`src/rtl/audio_param_framer.sv`:
```
// audio_param_framer: packs sound samples and flight parameters into alternating packet-buffer banks
// Optional FRAMER_CSUM_EN appends a mod-2^32 sum word after the parameter words.
module audio_param_framer #(
  parameter int NCH        = 2,
  parameter int SAMPLES    = 500,
  parameter int PARAMS     = 12,
  parameter int PARAM_WRAP = 48,
  parameter int BANK_AW    = 10
) (
  input  logic                clock,
  input  logic                reset,
  input  logic                timer,
  input  logic                msec,
  output logic [8:0]          snd_rd,
  input  logic [16*NCH-1:0]   snd_data,
  output logic [7:0]          prm_rd,
  input  logic [31:0]         prm_data,
  output logic                wr_en,
  output logic [BANK_AW:0]    wr_addr,
  output logic [31:0]         wr_data,
  output logic                tx_req,
  output logic                tx_bank,
  input  logic                tx_ack,
  output logic                frame_rdy,
  output logic [3:0]          frame_cnt,
  output logic [7:0]          ovr_cnt
);
`ifdef FRAMER_CSUM_EN
  typedef enum logic [2:0] {IDLE, WAIT_TICK, SOUND, PARAM, CSUM, DONE} state_t;
  logic [31:0] sum_q;
`else
  typedef enum logic [2:0] {IDLE, WAIT_TICK, SOUND, PARAM, DONE} state_t;
`endif
  state_t             state_q;
  logic               msec_q;
  logic               tick;
  logic               dv_q;
  logic               dsrc_q;
  logic               wr_bank_q;
  logic [7:0]         pcnt_q;
  logic [BANK_AW-1:0] widx_q;
  logic [31:0]        snd_word;
  logic [31:0]        word;
  if (NCH == 2) begin : g_w
    assign snd_word = snd_data;
  end else begin : g_w
    assign snd_word = {16'h0, snd_data[15:0]};
  end
  assign tick = msec & ~msec_q;
  assign word = dsrc_q ? prm_data : snd_word;
  // Frame sequencer: issues reads, writes returned data one cycle later, hands banks to the transmitter
  always_ff @(posedge clock or posedge reset) begin
    if (reset) begin
      state_q   <= IDLE;
      msec_q    <= 1'b0;
      dv_q      <= 1'b0;
      dsrc_q    <= 1'b0;
      wr_bank_q <= 1'b0;
      pcnt_q    <= '0;
      widx_q    <= '0;
      wr_en     <= 1'b0;
      wr_addr   <= '0;
      wr_data   <= '0;
      tx_req    <= 1'b0;
      tx_bank   <= 1'b0;
      frame_rdy <= 1'b0;
      snd_rd    <= '0;
      prm_rd    <= '0;
      frame_cnt <= '0;
      ovr_cnt   <= '0;
`ifdef FRAMER_CSUM_EN
      sum_q     <= '0;
`endif
    end else begin
      msec_q    <= msec;
      frame_rdy <= 1'b0;
      wr_en     <= dv_q;
      dv_q      <= 1'b0;
      if (dv_q) begin
        wr_data <= word;
        wr_addr <= {wr_bank_q, widx_q};
        widx_q  <= widx_q + BANK_AW'(1);
`ifdef FRAMER_CSUM_EN
        sum_q   <= sum_q + word;
`endif
      end
      if (tick && state_q != WAIT_TICK) ovr_cnt <= ovr_cnt + 8'(ovr_cnt != 8'hFF);
      if (tx_req && tx_ack) tx_req <= 1'b0;
      case (state_q)
        IDLE: if (timer) state_q <= WAIT_TICK;
        WAIT_TICK: if (tick) begin
          frame_cnt <= frame_cnt + 4'd1;
          snd_rd    <= '0;
          pcnt_q    <= '0;
          widx_q    <= '0;
`ifdef FRAMER_CSUM_EN
          sum_q     <= '0;
`endif
          state_q   <= SOUND;
        end
        SOUND: begin
          dv_q   <= 1'b1;
          dsrc_q <= 1'b0;
          if (snd_rd == 9'(SAMPLES - 1)) state_q <= PARAM;
          else snd_rd <= snd_rd + 9'd1;
        end
        PARAM: if (pcnt_q != 8'(PARAMS)) begin
          dv_q   <= 1'b1;
          dsrc_q <= 1'b1;
          pcnt_q <= pcnt_q + 8'd1;
          prm_rd <= (prm_rd == 8'(PARAM_WRAP - 1)) ? 8'd0 : prm_rd + 8'd1;
        end else if (!dv_q) begin
`ifdef FRAMER_CSUM_EN
          state_q <= CSUM;
`else
          state_q <= DONE;
`endif
        end
`ifdef FRAMER_CSUM_EN
        CSUM: begin
          wr_en   <= 1'b1;
          wr_data <= sum_q;
          wr_addr <= {wr_bank_q, widx_q};
          state_q <= DONE;
        end
`endif
        DONE: if (!tx_req || tx_ack) begin
          tx_req    <= 1'b1;
          tx_bank   <= wr_bank_q;
          wr_bank_q <= ~wr_bank_q;
          frame_rdy <= 1'b1;
          state_q   <= WAIT_TICK;
        end
        default: state_q <= IDLE;
      endcase
    end
  end
endmodule

```
`config.mk`:
```
export PLATFORM = sky130hd
export DESIGN_NAME = audio_param_framer
export DESIGN_NICKNAME = d
export VERILOG_FILES = /design/src/rtl/audio_param_framer.sv
export SDC_FILE = /design/constraint.sdc
export NUM_CORES = 1
export LEC_CHECK = 0
export CAP_MARGIN = 20
export CORE_MARGIN = 5
export CORE_UTILIZATION = 42
export CTS_CLUSTER_DIAMETER = 120
export DETAILED_ROUTE_END_ITERATION = 8
export GPL_TIMING_DRIVEN = 1
export PLACE_DENSITY = 0.75
export RECOVER_POWER = 25
export SLEW_MARGIN = 20
export SYNTH_ARGS = -nofsm -noshare
export SYNTH_HDL_FRONTEND = slang
export SYNTH_SLANG_ARGS = --single-unit
```
`constraint.sdc`:
```
create_clock -name clock -period 2.9 [get_ports clock]
set_clock_uncertainty 0.15 [all_clocks]
set_input_delay 0.29 -clock clock [delete_from_list [all_inputs] [get_ports clock]]
set_output_delay 0.29 -clock clock [all_outputs]
set_load 0.02 [all_outputs]
```
* Word level (Yosys, flattened, before mapping)
Cells that the tools add are included.
** Cells by class
- Add/sub/neg operators :: 6
- Multiply operators :: 0
- Div/mod/pow operators :: 0
- Magnitude comparators :: 0
- Eq/ne operators :: 17
- Shifts and indexed selects :: 0
- Multiplexer cells :: 27
- Bitwise gates (word level) :: 3
- Reductions and logical operators :: 15
** Operators by type and width (count)
- 2-to-1 mux 32 bit :: 1
- 2-to-1 mux 10 bit :: 3
- 2-to-1 mux 8 bit :: 3
- 2-to-1 mux 3 bit :: 6
- 2-to-1 mux 9 bit :: 2
- case mux 9 bit (2 select lines) :: 1
- adder 8 x 1 -> 8 bit (second input constant) :: 2
- inequality test 2 bit (second input constant) :: 8
- case mux 8 bit (2 select lines) :: 1
- case mux 3 bit (5 select lines) :: 1
- adder 10 x 1 -> 10 bit (second input constant) :: 1
- adder 9 x 1 -> 9 bit (second input constant) :: 1
- equality test 9 bit (second input constant) :: 1
- adder 8 x 1 -> 8 bit :: 1
- equality test 8 x 6 -> 1 bit (second input constant) :: 1
- inequality test 8 x 4 -> 1 bit (second input constant) :: 1
- inequality test 8 bit (second input constant) :: 1
- AND reduction 2 bit :: 4
- 2-to-1 mux 1 bit :: 7
- equality test 3 x 2 -> 1 bit (second input constant) :: 2
- AND reduction 3 bit :: 2
- AND reduction 6 bit :: 1
- nonzero test 2 bit :: 3
- adder 4 x 1 -> 4 bit (second input constant) :: 1
- other kinds (10) :: 13
** Storage, ports and cells
- Flip-flop bits (word level) :: 101
- Bits in latches :: 0
- Bits in writable memories :: 0
- Memory bits (read-only) :: 0
- Input bits :: 69
- Output and inout bits :: 76
- Logic and storage cells :: 85
- Memories :: 0

* Depth between registers and ports, before layout
- Depth in word-level cells :: 4
- Depth in mapped cells :: 7
- Depth with buffers taken out :: 7

* Worst setup path after synthesis
OpenSTA, ideal clock, no wires.
- Path type :: register to register
- Start :: reg ovr_cnt[2]
- End :: reg ovr_cnt[1]
- Library setup time :: 125 ps
- Arrival time :: 1692 ps
- Data required time :: 2625 ps
- Setup slack :: 933 ps
- Cell stages (with the launch flop) :: 7
- Path buffers :: 0
- Period minus slack after synthesis :: 1967 ps
- Cell sequence :: dfrtp_1 > and4_1 > and2_1 > nand4_1 > ha_1 > ha_1 > mux2_2
** On the way
- Word-level cells in the longest chain between the ends :: 2
** Ends and longest elaborated chain
- start: declaration :: RTL line 26 : output logic [7:0] ovr_cnt
- start signal: assignment :: RTL line 87 : if (tick && state_q != WAIT_TICK) ovr_cnt <= ovr_cnt + 8'(ovr_cnt != 8'hFF);
- inequality test 8 bit :: RTL line 87
- adder 8 x 1 -> 8 bit :: RTL line 87
No other way between the ends.
A chain may end at the register's enable or synchronous reset.

* Final worst setup path
- Start :: reg dv_q
- End :: reg wr_addr[10]
** RTL lines
- start: declaration :: RTL line 37 : logic dv_q;
- start signal: assignment :: RTL line 56 : dv_q <= 1'b0;
- start signal: assignment :: RTL line 78 : dv_q <= 1'b0;
- start signal: assignment :: RTL line 102 : dv_q <= 1'b1;
- end signal: assignment :: RTL line 81 : wr_addr <= {wr_bank_q, widx_q};
- end: declaration :: RTL line 19 : output logic [BANK_AW:0] wr_addr,
No word-level cell between the ends.

==> metrics <==
RSZ-0062 raised after global routing=no; post-synthesis area per instance=11.0 µm²; Peak VDD IR=0.492 mV; Tot Pwr=6.59 mW; max_slew headroom=-0.129; Slew Limit Fails=39; vias in the first global route=3682; crit path time final=2.34 ns; fill count=947; core area=10900 µm²; # hold bufs at CTS=0; #FFs+latches synth=101; 1st-iter DRT viols=149; DRC Markers=0; Starting Density=0.430; CP top delay family=buffers and inverters; final setup vio count=0; P&R area growth vs syn=37.3%; largest net degree at the start of global routing=45; Worst Setup SP=dv_q$_DFF_PP0_; GRT Residual Overflow=0; Cell Area, Synth=4690 µm²; ys flop type=dfrtp_1; gr usage total=0.162; final cycle utilization of the critical path=0.807; FFs w/ async S/R, synth=1.00; CTS resizes=0; Max Cap Viol=1; CTS buffer count=9; commonest non-fill, non-tap cell in the layout=clkdlybuf4s50_1; diodes inserted=0; Cell variety after synth=48; Crit. End Element=flip-flop; fmax=427 MHz; die area=approximately 13000 µm²; register area share after synthesis=0.539; worst skew pair latency=0.36 ns; commonest cells after routing, fill and taps aside=clkdlybuf4s50_1 (142), dfrtp_1 (99), nor2_1 (58); final net count=644; Clock Pin Slew Worst Setup and Hold Paths=approximately 0.09 ns; die width=116 µm; violated checks=capacitance limit, slew limit; Post-Syn Instances=428; row count=38; run status=finished with violations; Ys Warns=0; crit-path cells=clkbuf_1, mux2_2; layout cells sized above 1=0.0769; Crit path required time=around 3 ns; CP max FO=38; postcts setup bufs=0; Hold Crit Class=flip-flop to flip-flop; Die Ht=116 µm; Slowest-stage cell, CP=clkbuf_1; Worst-Margin Slew=1.69 ns; clk sink count=101; hold path start=prm_rd[7]$_DFFE_PP0P_; first-pass GRT wire length=17600 µm; num ports=between 100 and 150; vias per inst=5.13; Leak Pwr=2.77 nW; CTS tree=yes; worst setup path category=flip-flop to flip-flop; WP buf/inv=1; Via Count=3649; First-pass DRT Iterations=4; CTS max path bufs=2; Final HPWL DP=8240 µm; H-tree Lvls=3; Worst setup SP type=flip-flop; setup tns final=0 ns; clock tree root buffer cell=clkbuf_8; antenna violations before repair=0; Arr. time, crit path=2.43 ns; Routed WL per cell=~15 µm; Hold Fails Final Rpt=0; slowest stage delay, CP=around 1.2 ns; pwr dens=roughly 1000 nW/µm²; final WL=~11000 µm; worst r2r src=dv_q$_DFF_PP0_; Mapped Nets=between 500 and 600; PortBufs=144; Post-synth EDFFs=0; RePlAce Congestion=between 0.8 and 0.9; final antenna-violating net count=0
==> final timing paths <==
kind	cells past startpoint	to	slack, ns
setup / recovery	2	wr_addr[10]$_DFFE_PP0P_	0.56
hold / removal	1	prm_rd[7]$_DFFE_PP0P_	0.34
setup reg to reg	2	wr_addr[10]$_DFFE_PP0P_	0.56
hold reg to reg	1	prm_rd[7]$_DFFE_PP0P_	0.34
max in group asynchronous	3	wr_data[20]$_DFFE_PP0P_	1.13
min in group asynchronous	2	wr_addr[7]$_DFFE_PP0P_	0.51
==> per-stage QoR <==
| stage | hold WS [ns] | instance area, µm² | util | worst slack, ns | instances |
|---|---|---|---|---|---|
| 6_report | 0.342 | 6430 | 0.591 | 0.559 | 712 |
| 5_1_grt | 0.361 | 6430 | 0.591 | 0.433 | 712 |
| 4_1_cts | 0.206 | 6440 | 0.591 | 0.825 | 712 |
| 3_5_place_dp | 0.332 | 6260 | 0.575 | 0.678 | 696 |
| 3_3_place_gp | 0.324 | 6260 | 0.575 | 0.740 | 696 |
| 2_1_floorplan | 0.171 | 4690 | - | 0.933 | 428 |
==> where the power goes <==
part           switching, mW  internal [mW]  total [mW]
registers              0.661           2.00        2.66
logic                   1.54           1.55        3.09
clock network          0.506          0.324       0.830
total                   2.71           3.88        6.59
==> state kept, by name, summed over array words and instances (netlist names) <==
signal / cells
dsrc_q: 1
dv_q: 1
frame_cnt: 4
frame_rdy: 1
msec_q: 1
ovr_cnt: 8
pcnt_q: 8
prm_rd: 8
snd_rd: 9
state_q: 3
tx_bank: 1
tx_req: 1
widx_q: 10
wr_addr: 11
wr_bank_q: 1
wr_data: 32
wr_en: 1
==> routing by layer <==
layer | share of wire | track usage | vias up
met5 | 0 | 0 | -
met4 | 0.017 | 0.0557 | 0
met3 | 0.076 | 0.0386 | 14
met2 | 0.49 | 0.275 | 99
met1 | 0.42 | 0.203 | 1758
li1 | - | - | 1778
==> layout make-up <==
type | instances | area (µm²) | area share
clock inverter | 7 | 57.6 | 0.00895
sequential | 101 | 2530 | 0.393
multi-input combinational | 297 | 2020 | 0.315
inverter | 9 | 35.0 | 0.00545
timing repair buffer | 149 | 1490 | 0.231
tap | 140 | 175 | 0.0272
clock buffer | 9 | 124 | 0.0193
==> cells in the mapped netlist (3+ instances only) <==
library cell | n | area [µm²]
nor3_1 | 5 | 25.0
inv_1 | 9 | 33.8
mux2_2 | 14 | 158
ha_1 | 8 | 100
nand2_1 | 28 | 105
o21ai_0 | 6 | 30.0
clkbuf_1 | 10 | 37.5
xor2_1 | 8 | 70.1
nand4_1 | 10 | 62.6
a211oi_1 | 4 | 30.0
and4_1 | 4 | 35.0
dfrtp_1 | 101 | 2530
nand2b_1 | 7 | 43.8
buf_2 | 6 | 30.0
xnor2_1 | 22 | 193
o31ai_1 | 3 | 22.5
nand3_1 | 9 | 45.0
mux2i_1 | 36 | 360
nor2_1 | 58 | 218
a21oi_1 | 39 | 195
o211ai_1 | 3 | 22.5
==> cell families (layout without fill, tap and decap cells) <==
kind of cell    Yosys count  after routing  share of synthesized area
simple gates            143            143                      0.156
flops                   101            101                      0.539
compound gates           66             66                     0.0884
mux                      50             50                      0.111
xor+xnor                 30             30                     0.0561
buf+inv                  30            174                     0.0288
fa+ha+maj                 8              8                     0.0214
Power figures use the tool's default switching activity.
